--- config.mk ---
export PLATFORM = sky130hd
export DESIGN_NAME = fifo_width_downsizer
export DESIGN_NICKNAME = d
export VERILOG_FILES = /design/src/rtl/fifo_width_downsizer.sv
export SDC_FILE = /design/constraint.sdc
export NUM_CORES = 1
export LEC_CHECK = 0
export CAP_MARGIN = 30
export CORE_MARGIN = 2
export CORE_UTILIZATION = 41
export CTS_CLUSTER_SIZE = 30
export DETAILED_ROUTE_END_ITERATION = 8
export HOLD_SLACK_MARGIN = 0.03
export PLACE_DENSITY = 0.63
export SLEW_MARGIN = 40
export SYNTH_ARGS = -nofsm -noshare
export SYNTH_HDL_FRONTEND = slang
export SYNTH_SLANG_ARGS = --single-unit
--- constraint.sdc ---
create_clock -name i_clk -period 2.25 [get_ports i_clk]
set_input_delay 0.45 -clock i_clk [delete_from_list [all_inputs] [get_ports i_clk]]
set_output_delay 0.45 -clock i_clk [all_outputs]
set_load 0.1 [all_outputs]
--- src/rtl/fifo_width_downsizer.sv ---
// fifo_width_downsizer
// Splits each DATA_WIDTH-bit word taken from an upstream FIFO into
// RATIO = DATA_WIDTH/OUT_WIDTH narrow beats on a valid/ready stream, at full
// throughput. A new word is accepted in the same cycle the previous word's
// last beat is consumed. Byte order is chosen per word.
//
// Ports:
//   i_clk        clock, rising edge
//   i_rst_n      asynchronous active-low reset
//   i_valid_s    upstream word valid (FIFO o_valid_m)
//   i_datain     upstream word (FIFO o_dataout)
//   o_ready_s    upstream accept (FIFO i_ready_m), combinational
//   i_msb_first  byte order for the word being accepted
//   o_valid_m    output beat valid
//   i_ready_m    downstream ready
//   o_dataout    output beat
//   o_last       final beat of the current word
//   o_beat_idx   beat index within the word, 0..RATIO-1
module fifo_width_downsizer #(
    parameter int DATA_WIDTH = 32,
    parameter int OUT_WIDTH  = 8,
    parameter int CNT_W      = $clog2(DATA_WIDTH / OUT_WIDTH)
) (
    input  logic                  i_clk,
    input  logic                  i_rst_n,
    input  logic                  i_valid_s,
    input  logic [DATA_WIDTH-1:0] i_datain,
    output logic                  o_ready_s,
    input  logic                  i_msb_first,
    output logic                  o_valid_m,
    input  logic                  i_ready_m,
    output logic [OUT_WIDTH-1:0]  o_dataout,
    output logic                  o_last,
    output logic [CNT_W-1:0]      o_beat_idx
);

    localparam int unsigned RATIO = 32'(DATA_WIDTH / OUT_WIDTH);
    localparam logic [CNT_W-1:0] LAST_IDX = CNT_W'(RATIO - 1);

    // Reject widths that do not split into at least two whole beats
    generate
        if ((DATA_WIDTH % OUT_WIDTH != 0) || (DATA_WIDTH / OUT_WIDTH < 2)) begin : g_bad_ratio
            $error("fifo_width_downsizer: DATA_WIDTH must be an integer multiple (>=2) of OUT_WIDTH");
        end
    endgenerate

    typedef enum logic {
        IDLE = 1'b0,
        SEND = 1'b1
    } state_t;

    state_t                  state_q, state_d;
    logic [DATA_WIDTH-1:0]   hold_q,  hold_d;
    logic                    order_q, order_d;
    logic [CNT_W-1:0]        idx_q,   idx_d;
    logic [OUT_WIDTH-1:0]    dout_q,  dout_d;
    logic                    last_q,  last_d;

    logic                    accept;
    logic                    fire;
    logic [CNT_W-1:0]        sel;
    logic [OUT_WIDTH-1:0]    beat;

    // Upstream may load when empty, or when the last beat leaves this cycle
    assign o_ready_s = i_rst_n & ((state_q == IDLE) | (i_ready_m & last_q));
    assign accept    = i_valid_s & o_ready_s;
    assign fire      = (state_q == SEND) & i_ready_m;

    // Next-state and next-output logic; a load wins over beat advance
    always_comb begin
        state_d = state_q;
        hold_d  = hold_q;
        order_d = order_q;
        idx_d   = idx_q;
        dout_d  = dout_q;
        last_d  = 1'b0;
        sel     = '0;
        beat    = '0;

        if (accept) begin
            hold_d  = i_datain;
            order_d = i_msb_first;
            idx_d   = '0;
            state_d = SEND;
        end else if (fire) begin
            if (idx_q == LAST_IDX) begin
                state_d = IDLE;
            end else begin
                idx_d = idx_q + CNT_W'(1);
            end
        end

        // MSB-first walks the slices from the top down
        sel = order_d ? (LAST_IDX - idx_d) : idx_d;
        for (int unsigned k = 0; k < RATIO; k++) begin
            if (sel == CNT_W'(k)) begin
                beat = hold_d[k*OUT_WIDTH +: OUT_WIDTH];
            end
        end

        // Output beat is frozen while idle
        if (state_d == SEND) begin
            dout_d = beat;
            last_d = (idx_d == LAST_IDX);
        end
    end

    // State and output registers
    always_ff @(posedge i_clk or negedge i_rst_n) begin
        if (!i_rst_n) begin
            state_q <= IDLE;
            hold_q  <= '0;
            order_q <= 1'b0;
            idx_q   <= '0;
            dout_q  <= '0;
            last_q  <= 1'b0;
        end else begin
            state_q <= state_d;
            hold_q  <= hold_d;
            order_q <= order_d;
            idx_q   <= idx_d;
            dout_q  <= dout_d;
            last_q  <= last_d;
        end
    end

    assign o_valid_m  = (state_q == SEND);
    assign o_dataout  = dout_q;
    assign o_last     = last_q;
    assign o_beat_idx = idx_q;

endmodule

==> run metrics <==
largest net degree at the start of global routing=38; Post-Syn Area per Cell=10.3 µm²; Setup crit start kind=primary input; Starting Density=41.7%; Clk pwr share=11.9%; top post-synthesis cells by area=dfrtp_1, nand2_1, mux2_1; Hold Path Sink=hold_q[22]; first-pass GRT wire length=9.48 mm; Synth area leader=dfrtp_1; die extent in y=80.9 µm; Critical Path RT=1.80 ns; layout cells sized above 1=21.5%; EDFF count, synth=0; Congestion Overflow GR=0; worst hold path class=flop to flop; Min Clock Period, post-route=2.19 ns; P_leak=1.43 nW; post-synthesis register bit count=45; Fin Setup TNS=0 ns; post-DR wirelength/cell=15.3 µm; number of global-route vias before repair=1963; power share of the combinational group=57.9%; outcome=complete, no violations; pre-CTS setup slack=-0.0197 ns; switching share of power=46.8%; PwrDens=1660 mW/mm²; fin. max-slew vios=0; CTS sink cnt=45; post-synth cell types=44; NetSw=0.00252 W; P&R area growth vs syn=33.3%; crit path DAT=1.74 ns; final setup vio count=0; final WL=5.69 mm; RSZ-0062 raised after global routing=false; Internal=0.00286 W; Die X=80.9 µm; 1st-pass router iterations=4; worst path bufs/invs=3; worst setup margin=0.0603 ns; worst skew pair latency=0.30 ns; Max-cap violations=0; Max stage delay on crit path=0.63 ns; post-synth top area share=46.4%; YS warnings=0; Seq pwr share=30.1%; CTS max path bufs=2; root buffer cell=clkbuf_8; initial DRC count=105; Seq/Total Area, Yosys=46.4%; R2R setup slack=0.45 ns; Post-Syn Area=0.00243 mm²; Reg2Reg Launch Point=o_beat_idx[1]; Finished Layout Cells=372; die area=0.00655 mm²; cell row count=28; antenna violations before repair=0; critical path type=primary input to primary output; Max FO, Critical Path=6; routability cong.=0.758; asr flop ratio synth=100%; Least-Margin Pin Slew=0.463 ns; critical path's top delay family=buffers and inverters; H-Tree Depth=2; Detail Route Antenna Nets=0; VDD IR max=0.993 mV; Total GRT Usage=19.2%; Setup Skew=0.00863 ns; nets=333; HP Start=hold_q[22]; Clock Pin Slew Worst Setup and Hold Paths=0.08 ns; Via density=5.21; nature of the critical path endpoint=primary output; synthesized netlist net count=273; final hold vios=0; dominant synthesized flop cell=dfrtp_1; CP Cell Sequence=clkdlybuf4s50_1 > nand2_1 > buf_4 > a21boi_4 > buf_12; post-detail-place hpwl=4.13 mm; dpl cells=363; Ports=50; drt drc=0; # port buffers=49; DR vias=1937; Synth Instances=236; Slew HR=69.2%; Core Region=0.00582 mm²; CTS tree=yes; Max Freq=457 MHz; CTS buffer count=5; FF-to-FF path depth=5; hold depth=1; final period utilization=97.3%; antenna cells=0; Slowest-stage cell, CP=clkdlybuf4s50_1; Reg-to-Reg End=o_dataout[6]; crit path from=i_ready_m
## cell type report
cell class / count / area (µm²)
clock buffer: 6 / 82.6
clock inverter: 2 / 37.5
fill: 539 / 2580
multi-input combinational: 172 / 1210
timing repair buffer: 69 / 668
tap: 75 / 93.8
sequential: 45 / 1130
inverter: 3 / 11.3
## how the worst max path moves through the flow
stage	to	slack, ns	cells past startpoint
CTS	o_ready_s	0.05	5
global placement	o_dataout[4]	0.04	6
floorplan	o_ready_s	-0.06	2
global route	o_ready_s	0.01	5
detailed placement	o_dataout[2]	-0.02	6
finish	o_ready_s	0.06	5
## layout by cell type, fill, tap and decap left out, types with 2 or more instances in the layout
cell type and n:
a21oi_1 8, a221oi_1 7, a2bb2oi_1 8, buf_12 5, buf_4 27, clkbuf_8 6
clkdlybuf4s50_1 35, dfrtp_1 42, dfrtp_2 3, inv_1 3, mux2_1 16, mux2_2 12
mux2i_1 9, nand2_1 55, nand2b_1 4, nor2_1 2, nor2b_1 8, nor3_1 2
o21ai_0 8, o21ai_1 2, o22ai_1 8
## power groups by stage
stage | registers [W] | logic (W) | clock network (W)
finish | 0.00162 | 0.00312 | 0.000640
global route | 0.00168 | 0.00336 | 0.000694
CTS | 0.00162 | 0.00314 | 0.000658
detailed placement | 0.00164 | 0.00314 | 0
global placement | 0.00163 | 0.00308 | 0
floorplan | 0.00225 | 0.00160 | 0
## routing by layer
metal  vias up  track usage, %  share of wire (%)  wire length, µm
li1        954               -                  -                -
met1       944            24.3                 47             2670
met4         0            7.80                1.8              100
met5         -               0                  0                0
met3         8            3.44                2.9              163
met2        31            32.4                 49             2760
## kinds of logic (layout without fill, tap and decap cells)
kind of cell / Yosys count / after routing / share of synthesized area (%)
AO/OA/AOI/OAI: 53 / 53 / 15.7
XOR/XNOR: 3 / 3 / 1.86
buffers and inverters: 19 / 80 / 4.18
flip-flops: 45 / 45 / 46.4
multiplexers: 37 / 37 / 16.7
AND/OR/NAND/NOR: 79 / 79 / 15.1
## worst register-to-register path, stage by stage (launching register included)
cell	delay (ns)
dfrtp_2	0.58
and4b_1	0.26
or3_1	0.36
nand3_2	0.19
a2bb2oi_1	0.20
a21oi_1	0.08
## timing repair
action / CTS / global route
gates resized for setup: 0 / 0
buffers inserted: 0 / 0
hold buffers: 1 / 0
hold endpoints to repair: 8 / 0
## synth_stat cells, types with 2 or more instances
master and instances:
a21oi_1 8, mux2i_1 9, o22ai_1 8, clkbuf_1 2, nand2b_1 4, buf_2 11
nor2_1 2, a2bb2oi_1 8, nand2_1 55, dfrtp_1 45, a221oi_1 7, inv_1 3
mux2_2 12, nor2b_1 8, mux2_1 16, o21ai_0 8, o21ai_1 2, nor3_1 2
## state kept, by name, summed over array words and instances, names as in the netlist
name,count
hold_q,32
o_dataout,8
order_q,1
o_valid_m,1
o_last,1
o_beat_idx,2
## per-stage QoR
step	hold WS (ns)	cell area [µm²]	util, %	power (W)
global route	0.522	3230	55.6	0.00574
global placement	0.341	3100	53.4	0.00471
floorplan	0.154	2440	-	0.00385
finish	0.501	3230	55.6	0.00538
CTS	0.507	3230	55.6	0.00542
detailed placement	0.344	3100	53.4	0.00478
Power figures use the tool's default switching activity.
